--- src/rtl/arp_vlg_tx.sv ---
// ARP transmit builder: queues one reply and one request job, arbitrates them (reply first),
// and streams the 28-byte ARP payload MSB-first to the MAC after a req/acc handshake.
module arp_vlg_tx #(
  parameter int unsigned ACC_TIMEOUT = 1000,
  parameter int unsigned VERBOSE     = 1,
  parameter string       DUT_STRING  = ""
) (
  input  logic        clk,
  input  logic        rst,
  input  logic [47:0] dev_mac,
  input  logic [31:0] dev_ipv4,
  input  logic        rx_send,
  input  logic [47:0] rx_src_mac,
  input  logic [31:0] rx_src_ipv4,
  input  logic        req_send,
  input  logic [31:0] req_ipv4,
  output logic        mac_req,
  input  logic        mac_acc,
  output logic [47:0] mac_dst,
  output logic [15:0] mac_ethertype,
  output logic [7:0]  mac_dat,
  output logic        mac_val,
  output logic        mac_sof,
  output logic        mac_eof,
  output logic        busy,
  output logic        done,
  output logic        err
);

  localparam int unsigned TW = (ACC_TIMEOUT > 1) ? $clog2(ACC_TIMEOUT) : 1;
  localparam logic [TW-1:0] TMR_LAST  = TW'(ACC_TIMEOUT - 1);
  localparam logic [4:0]    LAST_BYTE = 5'd27;

  typedef enum logic [1:0] {
    S_IDLE = 2'd0,
    S_WAIT = 2'd1,
    S_TX   = 2'd2
  } state_t;

  state_t          r_state;
  logic            r_rep_pend;
  logic            r_req_pend;
  logic [47:0]     r_rep_mac;
  logic [31:0]     r_rep_ipv4;
  logic [31:0]     r_req_ipv4;
  logic            r_sh_rep;
  logic [47:0]     r_sh_mac;
  logic [31:0]     r_sh_ipv4;
  logic [4:0]      r_cnt;
  logic [TW-1:0]   r_tmr;

  logic [223:0]    w_frame;
  logic [4:0]      w_idx_nxt;
  logic [7:0]      w_sh;
  logic [7:0]      w_byte_nxt;
  logic            w_take_rep;
  logic            w_take_req;
  logic            w_unused_cfg;

  // Simulation-only knobs have no hardware meaning.
  assign w_unused_cfg  = (VERBOSE != 0) ^ (DUT_STRING == "");
  assign mac_ethertype = 16'h0806;

  assign w_take_rep = (r_state == S_IDLE) & r_rep_pend;
  assign w_take_req = (r_state == S_IDLE) & ~r_rep_pend & r_req_pend;

  // Payload image of the frame in flight; byte 0 sits in the top bits.
  always_comb begin
    w_frame = {16'h0001, 16'h0800, 8'h06, 8'h04,
               (r_sh_rep ? 16'h0002 : 16'h0001),
               dev_mac, dev_ipv4,
               (r_sh_rep ? r_sh_mac : 48'h0),
               r_sh_ipv4};
    w_idx_nxt = (r_state == S_TX) ? (r_cnt + 5'd1) : 5'd0;
    w_sh      = '0;
    if (w_idx_nxt <= LAST_BYTE) begin
      w_sh = 8'(LAST_BYTE - w_idx_nxt) << 3;
    end
    w_byte_nxt = w_frame[w_sh +: 8];
  end

  always_ff @(posedge clk or posedge rst) begin
    if (rst) begin
      r_state    <= S_IDLE;
      r_rep_pend <= 1'b0;
      r_req_pend <= 1'b0;
      r_rep_mac  <= '0;
      r_rep_ipv4 <= '0;
      r_req_ipv4 <= '0;
      r_sh_rep   <= 1'b0;
      r_sh_mac   <= '0;
      r_sh_ipv4  <= '0;
      r_cnt      <= '0;
      r_tmr      <= '0;
      mac_req    <= 1'b0;
      mac_dst    <= '0;
      mac_dat    <= '0;
      mac_val    <= 1'b0;
      mac_sof    <= 1'b0;
      mac_eof    <= 1'b0;
      busy       <= 1'b0;
      done       <= 1'b0;
      err        <= 1'b0;
    end else begin
      done <= 1'b0;
      err  <= 1'b0;

      // A fresh pulse re-arms its slot even in the cycle the old job is taken.
      r_rep_pend <= rx_send  | (r_rep_pend & ~w_take_rep);
      r_req_pend <= req_send | (r_req_pend & ~w_take_req);
      if (rx_send) begin
        r_rep_mac  <= rx_src_mac;
        r_rep_ipv4 <= rx_src_ipv4;
      end
      if (req_send) begin
        r_req_ipv4 <= req_ipv4;
      end

      case (r_state)
        S_IDLE: begin
          if (r_rep_pend | r_req_pend) begin
            r_state  <= S_WAIT;
            mac_req  <= 1'b1;
            busy     <= 1'b1;
            r_tmr    <= '0;
            r_sh_rep <= r_rep_pend;
            if (r_rep_pend) begin
              r_sh_mac  <= r_rep_mac;
              r_sh_ipv4 <= r_rep_ipv4;
              mac_dst   <= r_rep_mac;
            end else begin
              r_sh_mac  <= '0;
              r_sh_ipv4 <= r_req_ipv4;
              mac_dst   <= '1;
            end
          end
        end
        S_WAIT: begin
          if (mac_acc) begin
            r_state <= S_TX;
            mac_req <= 1'b0;
            r_cnt   <= '0;
            mac_val <= 1'b1;
            mac_sof <= 1'b1;
            mac_eof <= 1'b0;
            mac_dat <= w_byte_nxt;
          end else if (r_tmr == TMR_LAST) begin
            r_state <= S_IDLE;
            mac_req <= 1'b0;
            busy    <= 1'b0;
            err     <= 1'b1;
          end else begin
            r_tmr <= r_tmr + TW'(1);
          end
        end
        S_TX: begin
          if (r_cnt == LAST_BYTE) begin
            r_state <= S_IDLE;
            mac_val <= 1'b0;
            mac_sof <= 1'b0;
            mac_eof <= 1'b0;
            mac_dat <= '0;
            busy    <= 1'b0;
            done    <= 1'b1;
          end else begin
            r_cnt   <= w_idx_nxt;
            mac_dat <= w_byte_nxt;
            mac_sof <= 1'b0;
            mac_eof <= (w_idx_nxt == LAST_BYTE);
          end
        end
        default: begin
          r_state <= S_IDLE;
        end
      endcase
    end
  end

endmodule

--- config.mk ---
export PLATFORM = sky130hd
export DESIGN_NAME = arp_vlg_tx
export DESIGN_NICKNAME = d
export VERILOG_FILES = /design/src/rtl/arp_vlg_tx.sv
export SDC_FILE = /design/constraint.sdc
export NUM_CORES = 1
export LEC_CHECK = 0
export CAP_MARGIN = 25
export CORE_ASPECT_RATIO = 1.5
export CORE_MARGIN = 3
export CORE_UTILIZATION = 33
export CTS_BUF_LIST = sky130_fd_sc_hd__clkbuf_8
export CTS_CLUSTER_DIAMETER = 80
export CTS_CLUSTER_SIZE = 16
export DETAILED_ROUTE_END_ITERATION = 10
export DONT_BUFFER_PORTS = 1
export GPL_ROUTABILITY_DRIVEN = 1
export PLACE_DENSITY_LB_ADDON = 0.1
export SLEW_MARGIN = 25
export SYNTH_ARGS = -nofsm -noshare
export SYNTH_HDL_FRONTEND = slang
export SYNTH_SLANG_ARGS = --single-unit
export TNS_END_PERCENT = 30
--- constraint.sdc ---
create_clock -name clk -period 18.8 [get_ports clk]
set_input_delay 0 -clock clk [delete_from_list [all_inputs] [get_ports clk]]
set_output_delay 0 -clock clk [all_outputs]
set_load 0.1 [all_outputs]
Yosys cells after proc, flatten, opt, wreduce, memory -nomap -nowiden
Cells that the tools add are included.
Widths: inputs -> output; s select.
{"block": "totals", "latch_bits": 0, "mem_bits_ro": 0, "n_memories": 0, "ram_bits": 0, "inputBits": 197, "register_bits": 275}
{"block": "classes", "n_eq_ne": 13, "shifts": 1, "order_cmp": 1, "n_bitwise": 11, "n_mul": 0, "n_addsub": 3, "n_div": 0, "muxes": 40, "reduce_logical": 12}
{"op": "$shiftx 224x9->8", "count": 1}
{"op": "$mux 48", "count": 3}
{"op": "$mux 32", "count": 1}
{"op": "$mux 10", "count": 3}
{"op": "$mux 8", "count": 3}
{"op": "$pmux 10 s2", "count": 1}
{"op": "$pmux 8 s2", "count": 1}
{"op": "$mux 5", "count": 3}
{"op": "$mux 1", "count": 13}
{"op": "$reduce_and 3->1", "count": 4}
{"op": "$add 10x1->10 const B", "count": 1}
{"op": "$eq 10x10->1 const B", "count": 1}
{"op": "$eq 5x5->1 const B", "count": 2}
{"op": "$mux 2", "count": 5}
{"op": "$ne 2x2->1 const B", "count": 5}
{"op": "$pmux 5 s2", "count": 1}
{"op": "$pmux 1 s2", "count": 4}
{"op": "$pmux 2 s3", "count": 1}
{"op": "$add 5x1->5 const B", "count": 1}
{"op": "$and 1x1->1", "count": 5}
{"op": "$le 5x5->1 const B", "count": 1}
{"op": "$reduce_and 5->1", "count": 1}
{"op": "$sub 5x5->5 const A", "count": 1}
{"op": "$ne 2x1->1 const B", "count": 2}
{"op": "other kinds (11)", "count": 17}

Depth between registers and ports, before layout
{"block": "depth", "ltp_word": 7, "depth_mapped": 16}

Worst setup path before layout
OpenSTA, ideal clock, no wires.
{"block": "synth_path", "path_type": "register to register", "start": "register r_state[0]", "end": "register mac_dat[4]", "t_arrival_ns": 2.797, "stages_incl_launch_ff": 17, "slack_ns": 15.880, "period_less_slack_ns": 2.920, "cell_sequence": "dfrtp_1 inv_1 ha_1 buf_2 inv_1 nor2_1 ha_1 nand3b_1 and3_1 buf_4 a31o_2 buf_6 buf_6 mux2i_1 a2111oi_2 o211ai_1 a32o_1"}
{"block": "synth_via", "elab_chain_cells": 7, "word_cells_on_any_way": 13}
{"element": "from (decl)", "line": "40", "source": "state_t r_state;"}
{"element": "from (signal assigned)", "line": "84", "source": "r_state <= S_IDLE;"}
{"element": "from (signal assigned)", "line": "122", "source": "r_state <= S_WAIT;"}
{"element": "from (signal assigned)", "line": "140", "source": "r_state <= S_TX;"}
{"element": "$eq 2x2->1", "line": "74, 119"}
{"element": "$mux 5", "line": "74", "source": "w_idx_nxt = (r_state == S_TX) ? (r_cnt + 5'd1) : 5'd0;"}
{"element": "$sub 5x5->5 or $le 5x5->1 (tied branches)", "line": "77, 76"}
{"element": "$mux 8", "line": "76", "source": "if (w_idx_nxt <= LAST_BYTE) begin"}
{"element": "$shiftx 224x9->8", "line": "79", "source": "w_byte_nxt = w_frame[w_sh +: 8];"}
{"element": "$mux 8 (on tied branches)", "line": "157, 139"}
{"element": "$pmux 8 s2", "line": "119", "source": "case (r_state)"}
{"element": "to (signal assigned)", "line": "146", "source": "mac_dat <= w_byte_nxt;"}
{"element": "to (signal assigned)", "line": "167", "source": "mac_dat <= w_byte_nxt;"}
{"element": "to (decl)", "line": "21", "source": "output logic [7:0] mac_dat,"}
Several ways; a longest one is shown, not always the timed one. The select of a mux whose other input is x is not followed.
A chain may end at the register's enable or synchronous reset.

Worst setup path in the final report
{"block": "layout_path", "start": "register r_cnt[0]", "end": "register mac_dat[1]"}
{"block": "layout_via", "elab_chain_cells": 7, "word_cells_on_any_way": 10}
{"element": "from (decl)", "line": "49", "source": "logic [4:0] r_cnt;"}
{"element": "from (signal assigned)", "line": "166", "source": "r_cnt <= w_idx_nxt;"}
{"element": "$add 5x1->5", "line": "74"}
{"element": "$mux 5", "line": "74"}
{"element": "$sub 5x5->5 or $le 5x5->1 (tied branches)", "line": "77, 76"}
{"element": "$mux 8", "line": "76"}
{"element": "$shiftx 224x9->8", "line": "79"}
{"element": "$mux 8 (on tied branches)", "line": "157, 139"}
{"element": "$pmux 8 s2 (*)", "line": "119"}
Every way passes the cells marked *; elsewhere a longest branch is shown, timed or not. The select of a mux whose other input is x is not followed.

==> metrics.md <==
| Metric | Value |
|---|---|
| Pwr Density | `144 nW/um2` |
| Max cap viols | `0` |
| DP HPWL | `30,000 um` |
| Most common cell after layout, fill and taps aside | `dfrtp_1` |
| Htree depth | `1` |
| Synthesized flop and latch total | `275` |
| Crit-path max cell delay | `810 ps` |
| Hold path start | `dev_ipv4[7]` |
| # port buffers | `0` |
| Initial Util | `33.8%` |
| Synth Area per Inst | `9.76 um2` |
| Drt via density | `5.17` |
| Post-synth top area share | `53.6%` |
| Top FF cell, synth | `dfrtp_1` |
| Die height | `248 um` |
| Crit. End Element | `flip-flop` |
| Sink Count | `275` |
| CTS tree | `built` |
| # IOs | `276` |
| Placed inst area | `13,200 um2` |
| Crit-path max FO | `25` |
| CTS Root Cell | `clkbuf_8` |
| Drt drc | `0` |
| Ys async rst share | `100%` |
| Commonest cells after routing, fill and taps aside | `dfrtp_1 (274), dlygate4sd3_1 (263), nand2_1 (256)` |
| Synthesized cell area | `12,800 um2` |
| Setup-failing EPs final | `0` |
| Worst R2R Path Depth | `13` |
| Syn. warnings | `0` |
| Worst skew pair latency | `600 ps` |
| Row count | `87` |
| Critical Path AT | `6000 ps` |
| Count of final hold-check violations | `0` |
| Area leader, netlist | `dfrtp_1` |
| Via count of the first global-routing pass | `11,200` |
| RSZ-0062 raised after global routing | `false` |
| Hold-fix buffers, CTS | `265` |
| Die width | `167 um` |
| Hold EP | `mac_dat[7]` |
| Initial antenna violation count | `5` |
| Critical Path RT | `19,350 ps` |
| Final critical-path required period | `5460 ps` |
| Sequential share of the synthesized area | `53.6%` |
| Slew @ Worst Pin | `1100 ps` |
| Skew final | `32.4 ps` |
| Crit share post-route | `29.0%` |
| Critical R2R Launch | `r_cnt[0]` |
| Worst path cell trace | `ha_1, xor2_2, nand2_2, ha_1, nand3b_1, and3_1, a31o_2, a221oi_1, dlygate4sd3_1, a211oi_1, dlygate4sd3_1, a221o_1, dlygate4sd3_1` |
| Reg2reg setup slack | `13,340 ps` |
| Vias post-DR | `10,400` |
| CTS buffer count | `21` |
| Crit-path most repeated cell | `dlygate4sd3_1` |
| Post-synth EDFFs | `0` |
| LEAKAGE | `7.10 nW` |
| Nets | `1,729` |
| Final Max Slew Viols | `0` |
| Layout cell share with drive strength beyond 1 | `8.91%` |
| Setup TNS | `0 ps` |
| Worst-path clk slew | `120 ps` |
| Status | `finished, final reports clean` |
| Critical path class | `reg2reg` |
| Largest net degree at the start of global routing | `130` |
| Total track usage | `20.8%` |
| Post-CTS Setup Inserts | `0` |
| Number of distinct library cells after synthesis | `65` |
| Wirelength per Cell | `21.7 um` |
| Grt ovf | `0` |
| Max Clk Rate | `183 MHz` |
| Global-route wire length before repair | `68,000 um` |
| P&R area growth vs syn | `26.0%` |
| Synth area leaders | `dfrtp_1 (54%), nand2_1 (7.5%), mux2_2 (6.8%), o21ai_0 (4.4%), mux2i_1 (4.2%)` |
| Max VDD drop | `0.0890 mV` |
| HP Class | `in2reg` |
| Iteration-0 DRC Markers | `651` |
| Longest Clk Path Bufs | `3` |
| Fillers | `3,832` |
| RePlAce Congestion | `0.895` |
| Drt pass-1 iters | `5` |
| Reg2reg end | `mac_dat[1]` |
| # resized after CTS | `0` |
| Worst hold path cell count | `4` |
| CP max stage cell | `dfrtp_1` |
| Drt total wl | `43,900 um` |
| Headroom to the max-slew limit | `26.7%` |
| Post-DRT Antenna Nets | `0` |
| Startpoint Class | `flip-flop` |
| Core ar. | `38,000 um2` |
| Finished Cell Area | `16,200 um2` |
| Full die area | `41,400 um2` |
| Synthesized instance count | `1,316` |
[worst max-delay path: cells and delay by family, from the launching register on]
| family | cells | cell delay [ps] |
|---|---|---|
| flops | 1 | 810 |
| buf+inv | 3 | 1750 |
| fa+ha+maj | 2 | 710 |
| simple gates | 3 | 630 |
| xor+xnor | 1 | 350 |
| compound gates | 4 | 1170 |
[final cells by class]
cell class	count	area, um2	share of cell area (%)
antenna	4	10.0	0.0619
clock buffer	21	289	1.79
clock inverter	4	27.5	0.170
inverter	61	236	1.46
multi-input combinational	887	5330	32.9
sequential	275	6890	42.6
tap	489	612	3.78
timing repair buffer	279	2790	17.2
[flip-flops by register name (all words and copies together) (netlist names), 5 cells and up]
name and flops:
mac_dst 48, r_rep_mac 48, r_sh_mac 48, r_rep_ipv4 32, r_req_ipv4 32, r_sh_ipv4 32
r_tmr 10, mac_dat 8, r_cnt 5
[how the worst max path moves through the flow]
stage	to	depth (start not counted)	slack [ps]	startpoint
floorplan	busy	1	11220	rst
global placement	mac_dat[0]	10	14560	r_cnt[0]
detailed placement	mac_dat[0]	10	14330	r_cnt[0]
CTS	mac_dat[1]	13	13430	r_cnt[0]
global route	mac_dat[1]	13	13070	r_cnt[0]
finish	mac_dat[1]	13	13340	r_cnt[0]
[through the flow]
step | instances | setup slack, ps | hold WS [ps] | util [%] | total power, mW
final | 2020 | 13340 | 28.9 | 42.6 | 2.32
after global routing | 2019 | 13070 | 43.6 | 42.6 | 2.47
after CTS | 2016 | 13430 | 10.9 | 42.5 | 2.36
after detailed placement | 1726 | 14330 | -18.0 | 34.6 | 1.98
after global placement | 1726 | 14560 | -17.5 | 34.6 | 1.97
after floorplan | 1330 | 11220 | 121 | - | 1.74
[cell usage after synthesis (7+ instances only)]
cell and number:
and3_1 7, a21oi_1 33, buf_4 19, o21ai_0 113
nor2_1 82, ha_1 7, nor3_1 8, dfrtp_1 275
a31oi_1 56, clkbuf_1 74, inv_1 61, mux2_2 77
nand2_1 256, mux2i_1 54, xor2_1 7, nand3_1 60
[metal layers]
metal  wire [um]  up-vias  global-route usage, %
li1            -     4934                      -
met1       18900     5182                   27.3
met3        2190       45                   3.63
met2       21900      272                   36.1
met4         848        4                   4.81
met5          27        -                      0
[report_power, final]
group | switching [mW] | leakage, nW | internal (mW)
sequential | 0.535 | 3.32 | 0.747
clock | 0.204 | 0.166 | 0.104
combinational | 0.466 | 3.61 | 0.268
[kinds of logic (layout without fill, tap and decap cells)]
| logic type | Yosys count | after routing | synth area share, % |
|---|---|---|---|
| flops | 275 | 275 | 53.6 |
| buf+inv | 168 | 365 | 5.70 |
| compound gates | 271 | 271 | 13.0 |
| xor+xnor | 11 | 11 | 0.809 |
| fa+ha+maj | 7 | 7 | 0.682 |
| other cells | 2 | 20 | 0.0585 |
| simple gates | 448 | 448 | 14.7 |
| mux | 134 | 134 | 11.5 |
(Power assumes the default switching activity.)
